`config.mk`:
```
export PLATFORM = sky130hd
export DESIGN_NAME = vga_timing_gen_flat
export DESIGN_NICKNAME = d
export VERILOG_FILES = /design/src/rtl/vga_timing_gen_pkg.sv /design/src/rtl/vga_timing_gen_if.sv /design/src/rtl/vga_pix_div.sv /design/src/rtl/vga_timing_gen.sv /design/src/flat_wrapper.sv
export SDC_FILE = /design/constraint.sdc
export NUM_CORES = 1
export LEC_CHECK = 0
export BUFFER_PORTS_ARGS = -buffer_cell sky130_fd_sc_hd__buf_2
export CAP_MARGIN = 25
export CORE_ASPECT_RATIO = 1.4
export CORE_MARGIN = 3
export CORE_UTILIZATION = 40
export DETAILED_ROUTE_END_ITERATION = 10
export GPL_ROUTABILITY_DRIVEN = 0
export SYNTH_ARGS = -nofsm -noshare
export SYNTH_HDL_FRONTEND = slang
export SYNTH_HIERARCHICAL = 1
export SYNTH_SLANG_ARGS = --single-unit
```
`constraint.sdc`:
```
create_clock -name clk -period 6.6 [get_ports clk]
set_input_delay 0.66 -clock clk [delete_from_list [all_inputs] [get_ports clk]]
set_output_delay 0.66 -clock clk [all_outputs]
set_load 0.005 [all_outputs]
```
`src/rtl/vga_timing_gen_pkg.sv`:
```
// vga_timing_pkg: 640x480@60 raster constants and window decode helper shared by the timing and pixel blocks.
package vga_timing_pkg;
  localparam int CLK_DIV = 4;
  localparam int H_TOTAL = 800;
  localparam int H_SYNC = 96;
  localparam int H_VISIBLE_START = 144;
  localparam int H_VISIBLE_END = 784;
  localparam int V_TOTAL = 525;
  localparam int V_SYNC = 2;
  localparam int V_VISIBLE_START = 35;
  localparam int V_VISIBLE_END = 515;
  localparam int RGB_W = 12;
  typedef logic [9:0] coord_t;
  typedef logic [RGB_W-1:0] rgb_t;
  function automatic logic in_span(coord_t x, coord_t lo, coord_t hi);
    return x >= lo && x < hi;
  endfunction
endpackage

```
`src/rtl/vga_timing_gen_if.sv`:
```
// vga_timing_gen_if: raster timing bundle from the timing generator to pixel-colour consumers.
interface vga_timing_gen_if;
  import vga_timing_pkg::*;
  logic pix_en;
  coord_t hCount;
  coord_t vCount;
  logic bright;
  logic hSync;
  logic vSync;
  logic frame_tick;
  logic [7:0] frame_count;
  modport master(output pix_en, hCount, vCount, bright, hSync, vSync, frame_tick, frame_count);
  modport slave(input pix_en, hCount, vCount, bright, hSync, vSync, frame_tick, frame_count);
endinterface

```
`src/rtl/vga_pix_div.sv`:
```
// vga_pix_div: registered one-clock pixel enable every CLK_DIV system clocks.
module vga_pix_div #(
  parameter int CLK_DIV = 4
) (
  input  logic clk,
  input  logic rst,
  output logic pix_en
);
  localparam int DW = CLK_DIV > 1 ? $clog2(CLK_DIV) : 1;
  logic [DW-1:0] div;
  logic last;
  assign last = div == DW'(CLK_DIV - 1);
  always_ff @(posedge clk or negedge rst)
    if (!rst) begin
      div <= '0;
      pix_en <= 1'b0;
    end else begin
      div <= last ? '0 : div + 1'b1;
      pix_en <= last;
    end
endmodule

```
`src/rtl/vga_timing_gen.sv`:
```
// vga_timing_gen: raster counters with sync/bright decode registered from next position, plus frame tick.
module vga_timing_gen #(
  parameter int CLK_DIV = vga_timing_pkg::CLK_DIV,
  parameter int H_TOTAL = vga_timing_pkg::H_TOTAL,
  parameter int H_SYNC = vga_timing_pkg::H_SYNC,
  parameter int H_VISIBLE_START = vga_timing_pkg::H_VISIBLE_START,
  parameter int H_VISIBLE_END = vga_timing_pkg::H_VISIBLE_END,
  parameter int V_TOTAL = vga_timing_pkg::V_TOTAL,
  parameter int V_SYNC = vga_timing_pkg::V_SYNC,
  parameter int V_VISIBLE_START = vga_timing_pkg::V_VISIBLE_START,
  parameter int V_VISIBLE_END = vga_timing_pkg::V_VISIBLE_END
) (
  input  logic clk,
  input  logic rst,
  vga_timing_gen_if.master vga
);
  import vga_timing_pkg::*;
  logic pix_en;
  logic h_wrap;
  logic tick_next;
  coord_t h_next;
  coord_t v_next;
  vga_pix_div #(.CLK_DIV(CLK_DIV)) u_div (.clk(clk), .rst(rst), .pix_en(pix_en));
  assign vga.pix_en = pix_en;
  always_comb begin
    h_wrap = vga.hCount == coord_t'(H_TOTAL - 1);
    h_next = pix_en ? (h_wrap ? '0 : vga.hCount + 1'b1) : vga.hCount;
    v_next = pix_en && h_wrap ? (vga.vCount == coord_t'(V_TOTAL - 1) ? '0 : vga.vCount + 1'b1) : vga.vCount;
    tick_next = pix_en && h_next == '0 && v_next == coord_t'(V_VISIBLE_END);
  end
  // decode from next position so outputs never lag the counters they describe
  always_ff @(posedge clk or negedge rst)
    if (!rst) begin
      vga.hCount <= '0;
      vga.vCount <= '0;
      vga.hSync <= 1'b0;
      vga.vSync <= 1'b0;
      vga.bright <= 1'b0;
      vga.frame_tick <= 1'b0;
      vga.frame_count <= '0;
    end else begin
      vga.hCount <= h_next;
      vga.vCount <= v_next;
      vga.hSync <= h_next >= coord_t'(H_SYNC);
      vga.vSync <= v_next >= coord_t'(V_SYNC);
      vga.bright <= in_span(h_next, coord_t'(H_VISIBLE_START), coord_t'(H_VISIBLE_END))
                 && in_span(v_next, coord_t'(V_VISIBLE_START), coord_t'(V_VISIBLE_END));
      vga.frame_tick <= tick_next;
      vga.frame_count <= vga.frame_count + 8'(tick_next);
    end
endmodule

```
`src/flat_wrapper.sv`:
```
// flat-port wrapper written by rule: the top's interface ports become plain ports
module vga_timing_gen_flat import vga_timing_pkg::*;
#(
  parameter int CLK_DIV = vga_timing_pkg::CLK_DIV,
  parameter int H_TOTAL = vga_timing_pkg::H_TOTAL,
  parameter int H_SYNC = vga_timing_pkg::H_SYNC,
  parameter int H_VISIBLE_START = vga_timing_pkg::H_VISIBLE_START,
  parameter int H_VISIBLE_END = vga_timing_pkg::H_VISIBLE_END,
  parameter int V_TOTAL = vga_timing_pkg::V_TOTAL,
  parameter int V_SYNC = vga_timing_pkg::V_SYNC,
  parameter int V_VISIBLE_START = vga_timing_pkg::V_VISIBLE_START,
  parameter int V_VISIBLE_END = vga_timing_pkg::V_VISIBLE_END
)
  (clk, rst, vga_pix_en, vga_hCount, vga_vCount, vga_bright, vga_hSync, vga_vSync, vga_frame_tick, vga_frame_count);
  vga_timing_gen_if vga_i ();
  input  logic clk;
  input  logic rst;
  output wire logic [$bits(vga_i.pix_en)-1:0] vga_pix_en;
  output wire logic [$bits(vga_i.hCount)-1:0] vga_hCount;
  output wire logic [$bits(vga_i.vCount)-1:0] vga_vCount;
  output wire logic [$bits(vga_i.bright)-1:0] vga_bright;
  output wire logic [$bits(vga_i.hSync)-1:0] vga_hSync;
  output wire logic [$bits(vga_i.vSync)-1:0] vga_vSync;
  output wire logic [$bits(vga_i.frame_tick)-1:0] vga_frame_tick;
  output wire logic [$bits(vga_i.frame_count)-1:0] vga_frame_count;
  assign vga_pix_en = vga_i.pix_en;
  assign vga_hCount = vga_i.hCount;
  assign vga_vCount = vga_i.vCount;
  assign vga_bright = vga_i.bright;
  assign vga_hSync = vga_i.hSync;
  assign vga_vSync = vga_i.vSync;
  assign vga_frame_tick = vga_i.frame_tick;
  assign vga_frame_count = vga_i.frame_count;
  vga_timing_gen #(.CLK_DIV(CLK_DIV), .H_TOTAL(H_TOTAL), .H_SYNC(H_SYNC), .H_VISIBLE_START(H_VISIBLE_START), .H_VISIBLE_END(H_VISIBLE_END), .V_TOTAL(V_TOTAL), .V_SYNC(V_SYNC), .V_VISIBLE_START(V_VISIBLE_START), .V_VISIBLE_END(V_VISIBLE_END)) u_core (.clk(clk), .rst(rst), .vga(vga_i));
endmodule
```
==> reports/metrics.cfg <==
[status]
run_status=finished clean

[die]
start_util_pct=42.2
ios=35
dieArea_um2=5780
die_x_um=65.1
core_area_um2=4640
die_h_um=88.8
fp-row-count=29

[final_layout]
final_area_um2=2250
final_common_cell=dfrtp_1
layout_common_cells=35 x dfrtp_1, 34 x buf_2, 13 x nand2_1, 13 x xnor2_1
drive_gt1_share_pct=22.9
nFillCells=468
nNetsFinal=230
antennaDiodeCount=0
area_growth_pct=14.8

[synth]
syn_avg_cell_area_um2=10.3
ys.flop_type=dfrtp_1
ys_types=54
yosys_register_bits=35
async_flop_share_pct=100
synth_area_um2=1960
yosysSeqAreaShare_pct=44.7
yosys_warnings=6
synth_edf_count=0
syn_nets=199
syn_inst=191

[sta]
slew_viol_final=0
rsz0062_at_grt=false
finalSetupViolations=0
finalHoldViolCount=0
fmax_mhz=257
layout_setup_ws_ns=2.72
fin_setup_tns_ns=0
slew_headroom_pct=48.9
period_needed_ns=3.88
period_share_pct=58.9
worst_pin_slew_ns=0.767
fin_skew_ns=0.00665

[setup_path]
path_cells=ha_1, nand4_1, nor4_1, nand4_1, mux2i_1, or3_1, nor4_1, ha_1, and3_1, nand3_1, xnor2_1
reg2reg_depth=11
slowest_delay_ns=0.69
r2r-start=u_core/vga.hCount[0]
cp-startpoint=u_core/vga.hCount[0]
startpoint_type=register
critical_path.max_fanout=7
required_ns=6.78
crit_path_top_delay_cell=nor4_1
end_kind=register
worstSetupPathType=register to register
cp.arrival_ns=4.06

[power_and_ir_drop]
power_frac_comb_pct=1.0
netSwitchingPower_mw=0.0863
p_leak_nw=1.15
intPower_mw=0.339
switching_share_pct=20.3
pwr-share-seq_pct=50.4
peakVddDrop_v=0.000117
p_clk_share_pct=48.6
power_density_nw_per_um2=189

[placement]
hpwlAfterDp_um=3060
port_buffers=34
preCtsSetupSlack_ns=2.78
placed_cell_area_um2=2130

[global_route]
grt.overflow.total=0
grt_use_total_pct=16.4
antenna_found_initial=0
grt_max_degree=36
grt_pass1_vias=1475
grt_first_pass_wirelength_um=7300

[detailed_routing]
dr.first_iter.drc_count=77
num_vias=1555
wl_um=4270
via_per_inst=5.46
ant_nets=0
routedWlPerCell_um=15.0
remaining_drc_errors=0
drtPass1Iterations=4

[clock_tree]
hold_buffers=0
numCtsBuffers=5
cts_root_buf=clkbuf_8
cts_tree=done
clk_pin_slew_worst_paths_ns=0.08
post_cts_buffers=0
htreeDepth=2
cts-resized-gates=0
clk_latency_ns=0.29
ctsLongestPathBuffers=2
clock_sinks=35

[flow_run]
max_cap_violations=0

[worst_hold_path]
min_path_type=input pin to asynchronous set/reset pin

power groups by stage:
stage          clock [mW]  combinational, mW  sequential [mW]
6_report            0.207            0.00416            0.214
5_1_grt             0.225            0.00532            0.214
4_1_cts             0.214            0.00463            0.214
3_5_place_dp            0            0.00464            0.219
3_3_place_gp            0            0.00464            0.219
2_1_floorplan           0        0.000000486            0.219
metrics by stage:
stage                     instances  hold slack, ns  utilization, %  power [mW]
after floorplan                 191           0.364               -       0.219
after global placement          277           0.416            45.8       0.223
after detailed placement        277           0.434            45.8       0.223
after CTS                       285           0.447            48.4       0.433
after global routing            285           0.490            48.4       0.445
final                           285           0.438            48.4       0.425
per-layer routing:
layer | global-route usage (%) | up-vias | part of all wire (%)
met5 | 0 | - | 0
met4 | 8.49 | 0 | 2.9
met3 | 3.94 | 10 | 4.4
met2 | 27.4 | 38 | 49
met1 | 19.7 | 740 | 44
li1 | - | 767 | -
worst max-delay path: cells and delay by family, from the launching register on:
kind | cells | cell delay, ns
adders and majority gates | 2 | 0.55
xor gates and xnor gates | 1 | 0.13
muxes | 1 | 0.23
and+or+nand+nor | 7 | 2.41
DFF | 1 | 0.45
cell type report:
class                      instances  area, um2  area share (%)
multi-input combinational        139        976            43.4
sequential                        35        876            39.0
timing repair buffer              34        170            7.57
clock buffer                       6       82.6            3.67
tap                               62       77.6            3.45
clock inverter                     2       38.8            1.73
inverter                           7       26.3            1.17
synthesized netlist by cell type (3+ instances only):
master / instances / area, um2
a21oi_1: 4 / 20.0
and3_1: 7 / 43.8
buf_2: 3 / 15.0
buf_6: 4 / 45.0
dfrtp_1: 35 / 876
ha_1: 6 / 75.1
inv_1: 7 / 26.3
mux2i_1: 5 / 50.1
nand2_1: 13 / 48.8
nand3_1: 10 / 50.1
nand4_1: 7 / 43.8
nor2_1: 10 / 37.5
nor3_1: 3 / 15.0
o21ai_0: 6 / 30.0
o22ai_1: 3 / 18.8
or3_1: 7 / 43.8
xnor2_1: 13 / 114
xor2_1: 5 / 43.8
flip-flops by register name, indices dropped and copies added, names as in the netlist:
signal / cells
u_core/vga.hCount: 10
u_core/vga.vCount: 10
u_core/vga.frame_count: 8
u_core/u_div/div: 2
u_core/u_div/pix_en: 1
u_core/vga.bright: 1
u_core/vga.frame_tick: 1
u_core/vga.hSync: 1
u_core/vga.vSync: 1
final timing paths:
| check | endpoint | slack (ns) |
|---|---|---|
| max | u_core/vga.frame_count[5] | 2.72 |
| max in group asynchronous | u_core/vga.hCount[7] | 5.67 |
| max reg2reg | u_core/vga.frame_count[5] | 2.72 |
| min | u_core/vga.hCount[2] | 0.44 |
| min reg2reg | u_core/u_div/div[0] | 0.44 |
| min in group clk | u_core/u_div/div[0] | 0.44 |
logic make-up (layout without fill, tap and decap cells):
| kind of cell | after synthesis | count (layout) | share of synthesized area (%) |
|---|---|---|---|
| buffers and inverters | 17 | 49 | 5.43 |
| DFF | 35 | 35 | 44.7 |
| xor gates and xnor gates | 18 | 18 | 8.05 |
| AOI/OAI and AO/OA | 31 | 31 | 11.1 |
| muxes | 5 | 5 | 2.56 |
| adders and majority gates | 6 | 6 | 3.83 |
| and+or+nand+nor | 79 | 79 | 24.3 |
(Power assumes the default switching activity.)
